--- src/rtl/dcache_ctrl.sv ---
// Miss / write-through sequencer for the M-stage data cache.
// Refills a direct-mapped line word by word on a read miss and forwards every store to memory.
module dcache_ctrl #(
  parameter int LINE_WORDS  = 4,
  parameter int MEM_LAT_MAX = 255
) (
  input  logic        clk,
  input  logic        rst_n,
  input  logic        ReqValid,
  input  logic        ReqWrite,
  input  logic [31:0] ReqAddr,
  input  logic [31:0] ReqWData,
  input  logic        ReqMemType,
  input  logic        Hit,
  output logic        StallM,
  output logic        FillWE,
  output logic [31:0] FillAddr,
  output logic [31:0] FillData,
  output logic        FillDone,
  output logic        mem_req,
  output logic        mem_we,
  output logic [31:0] mem_addr,
  output logic [31:0] mem_wdata,
  output logic [3:0]  mem_be,
  input  logic        mem_ready,
  input  logic        mem_rvalid,
  input  logic [31:0] mem_rdata,
  output logic        MemErr
);

  localparam int BW = $clog2(LINE_WORDS);
  localparam int WW = (MEM_LAT_MAX > 1) ? $clog2(MEM_LAT_MAX + 1) : 1;
  localparam logic [31:0] LINE_MASK = 32'(LINE_WORDS) * 32'd4 - 32'd1;

  typedef enum logic [2:0] {IDLE, RD_REQ, RD_WAIT, WR_REQ, DONE} state_t;

  state_t        state_q, state_d;
  logic [31:0]   base_q, base_d;
  logic [31:0]   addr_q, addr_d;
  logic [31:0]   wdata_q, wdata_d;
  logic [3:0]    be_q, be_d;
  logic [BW-1:0] beat_q, beat_d;
  logic [WW-1:0] wait_q, wait_d;
  logic          err_q, err_d;
  logic          stall_c;
  logic          busy, progress, timeout;
  logic [31:0]   beat_addr;

  assign beat_addr = base_q + {{(30-BW){1'b0}}, beat_q, 2'b00};
  assign busy      = (state_q == RD_REQ) || (state_q == RD_WAIT) || (state_q == WR_REQ);
  assign progress  = (state_q == RD_WAIT) ? mem_rvalid : mem_ready;

  if (MEM_LAT_MAX > 0) begin : g_wd
    assign timeout = busy && !progress && (wait_q == WW'(MEM_LAT_MAX - 1));
  end else begin : g_nowd
    assign timeout = 1'b0;
  end

  // Stall is gated by reset so every output reads 0 while rst_n is low,
  // even with a miss presented on the request inputs.
  assign StallM = stall_c & rst_n;
  assign MemErr = err_q;

  always_comb begin
    state_d   = state_q;
    base_d    = base_q;
    addr_d    = addr_q;
    wdata_d   = wdata_q;
    be_d      = be_q;
    beat_d    = beat_q;
    wait_d    = wait_q;
    err_d     = err_q;
    stall_c   = 1'b0;
    FillWE    = 1'b0;
    FillAddr  = '0;
    FillData  = '0;
    FillDone  = 1'b0;
    mem_req   = 1'b0;
    mem_we    = 1'b0;
    mem_addr  = '0;
    mem_wdata = '0;
    mem_be    = '0;

    case (state_q)
      IDLE: begin
        stall_c = ReqValid && (ReqWrite || !Hit);
        wait_d  = '0;
        if (ReqValid && ReqWrite) begin
          addr_d  = ReqAddr;
          be_d    = ReqMemType ? 4'hF : (4'b0001 << ReqAddr[1:0]);
          wdata_d = ReqMemType ? ReqWData : {4{ReqWData[7:0]}};
          state_d = WR_REQ;
        end else if (ReqValid && !Hit) begin
          base_d  = ReqAddr & ~LINE_MASK;
          beat_d  = '0;
          state_d = RD_REQ;
        end
      end
      RD_REQ: begin
        stall_c  = 1'b1;
        mem_req  = 1'b1;
        mem_addr = beat_addr;
        mem_be   = 4'hF;
        if (mem_ready) state_d = RD_WAIT;
      end
      RD_WAIT: begin
        stall_c = 1'b1;
        if (mem_rvalid) begin
          FillWE   = 1'b1;
          FillAddr = beat_addr;
          FillData = mem_rdata;
          if (beat_q == BW'(LINE_WORDS - 1)) begin
            FillDone = 1'b1;
            state_d  = DONE;
          end else begin
            beat_d  = beat_q + 1'b1;
            state_d = RD_REQ;
          end
        end
      end
      WR_REQ: begin
        stall_c   = 1'b1;
        mem_req   = 1'b1;
        mem_we    = 1'b1;
        mem_addr  = {addr_q[31:2], 2'b00};
        mem_be    = be_q;
        mem_wdata = wdata_q;
        if (mem_ready) state_d = DONE;
      end
      DONE:    state_d = IDLE;
      default: state_d = IDLE;
    endcase

    if (busy) begin
      if (progress) begin
        wait_d = '0;
      end else if (timeout) begin
        wait_d  = '0;
        err_d   = 1'b1;
        state_d = DONE;
      end else begin
        wait_d = wait_q + 1'b1;
      end
    end
  end

  always_ff @(posedge clk or negedge rst_n) begin
    if (!rst_n) begin
      state_q <= IDLE;
      base_q  <= '0;
      addr_q  <= '0;
      wdata_q <= '0;
      be_q    <= '0;
      beat_q  <= '0;
      wait_q  <= '0;
      err_q   <= 1'b0;
    end else begin
      state_q <= state_d;
      base_q  <= base_d;
      addr_q  <= addr_d;
      wdata_q <= wdata_d;
      be_q    <= be_d;
      beat_q  <= beat_d;
      wait_q  <= wait_d;
      err_q   <= err_d;
    end
  end

endmodule

--- config.mk ---
export PLATFORM = sky130hd
export DESIGN_NAME = dcache_ctrl
export DESIGN_NICKNAME = d
export VERILOG_FILES = /design/src/rtl/dcache_ctrl.sv
export SDC_FILE = /design/constraint.sdc
export NUM_CORES = 1
export LEC_CHECK = 0
export CAP_MARGIN = 20
export CORE_MARGIN = 5
export CORE_UTILIZATION = 45
export DETAILED_ROUTE_END_ITERATION = 12
export PLACE_DENSITY = 0.89
export SYNTH_ARGS = -nofsm -noshare
export SYNTH_HDL_FRONTEND = slang
export SYNTH_SLANG_ARGS = --single-unit
export TNS_END_PERCENT = 10
--- constraint.sdc ---
create_clock -name clk -period 3.75 [get_ports clk]
set_input_delay 0.75 -clock clk [delete_from_list [all_inputs] [get_ports clk]]
set_output_delay 0.75 -clock clk [all_outputs]
set_load 0.005 [all_outputs]
Yosys cells after proc, flatten, opt, wreduce, memory -nomap -nowiden
Index checks and enable logic that the tools add are counted.

Flip-flop bits (word level): 110. Bits in latches: 0. Memory bits (writable): 0. Memory bits (read-only): 0. Input port bits: 104. Output and inout port bits: 138. Word-level logic and storage cells: 80. Memories: 0.

Add/sub/neg operators: 3. Multipliers: 0. Divide/modulo/power cells: 0. $lt $le $gt $ge: 0. Equal/unequal tests: 9. Shift operators: 1. Mux-type cells: 37. Bitwise logic cells: 3. Reductions and logical operators: 19.

Operator list (count): $mux 32 (6); $pmux 32 s2 (1); $add 32x4->32 (1); $mux 8 (4); $mux 3 (9); $pmux 3 s4 (1); $add 8x1->8 const B (1); $eq 8x8->1 const B (1); $mux 1 (8); $mux 2 (4); $ne 2x2->1 const B (4); $pmux 4 s2 (1); $eq 3x2->1 const B (2); $reduce_and 3->1 (2); $logic_and 1x1->1 (5); $reduce_and 5->1 (1); $mux 4 (1); $pmux 2 s2 (1); $reduce_bool 2->1 (2); $shl 1x2->4 const A (1); $eq 3x1->1 const B (1); $logic_not 3->1 (1); $logic_or 1x1->1 (3); $reduce_or 3->1 (1); other kinds (8) (10).

Logic depth before layout (Yosys ltp)
Depth after elaboration: 8. Mapped depth: 8. Depth with buffers taken out: 6.

Least setup slack after synthesis
Ideal clock, no wire load.

Path kind: input -> output. From: in mem_rvalid. To: out FillData[22]. Arrival: 1547 ps. Required time: 3000 ps. Slack: 1453 ps. Stages on the path: 4. Path buffers: 1. Cells stage by stage: nand2b_1 nor2_1 clkbuf_1 and2_1.

Longest elaborated chain between the ends: 2.

RTL lines: start, declared (RTL line 26) `input logic mem_rvalid,`; $mux 32 (RTL line 108) `if (mem_rvalid) begin`; $mux 32 (RTL line 84) `case (state_q)`; end, declared (RTL line 18) `output logic [31:0] FillData,`.

Every way passes these cells.

Worst setup path in the final report
From: reg state_q[2]. To: out mem_wdata[12].

Longest elaborated chain between the ends: 2.

RTL lines: start, declared (RTL line 37) `state_t state_q, state_d;`; start signal, assigned (RTL line 158) `state_q <= state_d;`; $eq 3x2->1 (RTL line 84); $mux 32 (RTL line 84); end, declared (RTL line 23) `output logic [31:0] mem_wdata,`.

Every way passes these cells.

==> impl_metrics.tcl <==
set metrics [dict create \
    status "complete, no violations" \
    final_common_cell "clkdlybuf4s50_1" \
    cts_setup_buffers 0 \
    clk_path_buf_depth 2 \
    critPathArrivalTime_ns 2.60 \
    grt_overflow 0 \
    powerDensity_mw_per_mm2 659 \
    start_util_pct 45.4 \
    critPathSlowestCell "and3_1" \
    placed_cells 921 \
    cts_tree "done" \
    cts-root-buf "clkbuf_16" \
    p_leak_nw 3.67 \
    rsz0062_at_grt "no" \
    drc_errors 0 \
    cts_resized 0 \
    routed-via-count 4778 \
    min_period_ns 3.35 \
    cp_max_fo 33 \
    setup-violations-final 0 \
    clock.fmax_mhz 298 \
    h-tree-depth 3 \
    drive_gt1_share_pct 12.8 \
    yosys_warnings 0 \
    grt_pass1_vias 5033 \
    cts_buffers 9 \
    r2r_cells 4 \
    core_region_area_mm2 0.0125 \
    synth_area_per_cell_um2 10.5 \
    die_height_um 122 \
    grt_max_degree 68 \
    maxSlewHeadroom_pct 39.6 \
    grt_use_total_pct 21.9 \
    drt-initial-drc-count 326 \
    vias_per_cell 5.09 \
    critical_path_class "reg2out" \
    period_share_pct 89.3 \
    port_buffers 237 \
    skew_ns 0.00494 \
    nNetsFinal 867 \
    cts.sinks 108 \
    fin_cells 938 \
    clk_pin_slew_worst_paths_ns 0.07 \
    drt-total-wl_um 16400 \
    max_slew.worst_pin.slew_ns 0.907 \
    nFillCells 917 \
    syn2layout_area_growth_pct 49.9 \
    firstDrtPassIters 4 \
    post_drt_wl_per_cell_um 17.5 \
    worstPathCellList "clkinv_1, and3_1, and2_1, clkdlybuf4s50_1" \
    gp_congestion 0.842 \
    die_x_um 122 \
    syn-cell-area_mm2 0.00567 \
    num_io_pins 242 \
    final.setup.tns_ns 0 \
    synth-seq-cells 108 \
    cts_hold_buf 0 \
    hold_depth 2 \
    fp.dieArea_mm2 0.0149 \
    hold_viol 0 \
    crit_required_ns 3.00 \
    netlist_instances 541 \
    grt_first_pass_wirelength_um 26100 \
    hpwl_um 12000 \
    cp-start-kind "flip-flop" \
    antenna_found_initial 0 \
    vdd_ir_drop_max_mv 0.412 \
    synth.distinct_cells 42 \
    rows 41 \
    drv_cap 0 \
    clk_latency_ns 0.34 \
    final_cell_mix "clkdlybuf4s50_1, dfrtp_1, and2_1" \
    slowest_delay_ns 0.78 \
    slew_violations 0 \
    antenna_left 0 \
    synth-seq-area-share_pct 47.7 \
    endpoint_kind "primary output" \
    hold_path_class "reg2reg" \
]
-- registers in the layout, summed over array words and instances (netlist names) --
signal	count
MemErr	1
addr_q	30
state_q	3
beat_q	2
wait_q	8
wdata_q	32
base_q	28
be_q	4
-- final timing paths --
path | slack [ns] | startpoint | endpoint
setup reg to reg | 1.48 | state_q[0] | wdata_q[7]
max in group asynchronous | 2.00 | rst_n | wdata_q[18]
setup / recovery | 0.40 | state_q[2] | mem_wdata[12]
hold / removal | 0.47 | wdata_q[22] | wdata_q[22]
hold reg to reg | 0.47 | wdata_q[22] | wdata_q[22]
min in group asynchronous | 0.58 | rst_n | wdata_q[5]
-- logic make-up (layout without fill, tap and decap cells) --
family          Yosys count  in the layout  synth area share [%]
flops                   108            108                  47.7
fa+ha+maj                 3              3                 0.663
simple gates            198            198                  18.8
mux                      97             97                  20.2
buf+inv                  52            273                  4.44
other cells               1              5                0.0662
xor+xnor                  4              4                 0.618
compound gates           78             78                  7.53
-- through the flow --
| stage | hold WS, ns | util (%) | area [um2] | setup slack (ns) | power, mW |
|---|---|---|---|---|---|
| 6_report | 0.472 | 68.1 | 8490 | 0.400 | 5.60 |
| 5_1_grt | 0.506 | 68.1 | 8490 | 0.245 | 5.96 |
| 4_1_cts | 0.480 | 68.1 | 8490 | 0.385 | 5.64 |
| 3_5_place_dp | 0.464 | 65.4 | 8150 | 0.438 | 4.56 |
| 3_3_place_gp | 0.456 | 65.4 | 8150 | 0.460 | 4.44 |
| 2_1_floorplan | 0.442 | - | 5680 | 1.45 | 3.35 |
-- cell type report --
type                       count  area, um2  share of cell area (%)
multi-input combinational    384       2730                    32.2
sequential                   108       2700                    31.8
timing repair buffer         245       2450                    28.9
clock buffer                  13        270                    3.18
tap                          172        215                    2.53
clock inverter                 3       67.6                   0.796
inverter                      12       45.0                   0.530
antenna                        1       2.50                  0.0295
-- critical path: cells and delay by family (launching register included) --
family | cells | cell delay (ns)
buffers and inverters | 2 | 0.72
DFF | 1 | 0.49
and+or+nand+nor | 2 | 1.04
-- synth_stat cells --
cell type | count | area (um2)
clkbuf_1 | 24 | 90.1
buf_4 | 5 | 37.5
clkbuf_2 | 1 | 5.00
or4b_4 | 1 | 13.8
conb_1 | 1 | 3.75
and2_1 | 96 | 601
mux2i_1 | 30 | 300
mux2_4 | 24 | 360
or3_1 | 1 | 6.26
nor2b_1 | 9 | 56.3
o31ai_1 | 2 | 15.0
xor2_1 | 4 | 35.0
o311a_1 | 1 | 10.0
nor3b_1 | 1 | 7.51
mux2_2 | 43 | 484
nor2_1 | 38 | 143
nand4_1 | 3 | 18.8
or2_2 | 1 | 6.26
a21o_1 | 1 | 7.51
o21a_1 | 1 | 7.51
inv_1 | 11 | 41.3
clkinv_1 | 1 | 3.75
buf_2 | 5 | 25.0
and3b_1 | 1 | 8.76
buf_1 | 1 | 3.75
a211oi_1 | 2 | 15.0
nand2_1 | 34 | 128
nand2b_1 | 2 | 12.5
o21bai_1 | 1 | 7.51
buf_6 | 4 | 45.0
dfrtp_1 | 108 | 2700
o21ai_0 | 29 | 145
or3b_2 | 1 | 8.76
ha_1 | 3 | 37.5
a22o_1 | 2 | 17.5
nor3_1 | 5 | 25.0
nand3_1 | 2 | 10.0
o32ai_1 | 1 | 8.76
or2_1 | 1 | 6.26
a21oi_1 | 36 | 180
and3_1 | 2 | 12.5
o22ai_1 | 2 | 12.5
-- layer usage --
metal	wire (um)	GRT usage, %	vias up
li1	-	-	2247
met1	6840	27.3	2337
met2	8180	37.8	175
met3	1110	5.01	19
met4	286	6.65	0
met5	0	0	-
-- power by group --
part	switching, mW	leakage [nW]	internal [mW]
sequential	0.348	1.33	1.70
clock	0.414	0.162	0.641
combinational	1.00	2.18	1.50
total	1.77	3.67	3.83
Note: power is estimated with default switching activity, not from simulation.
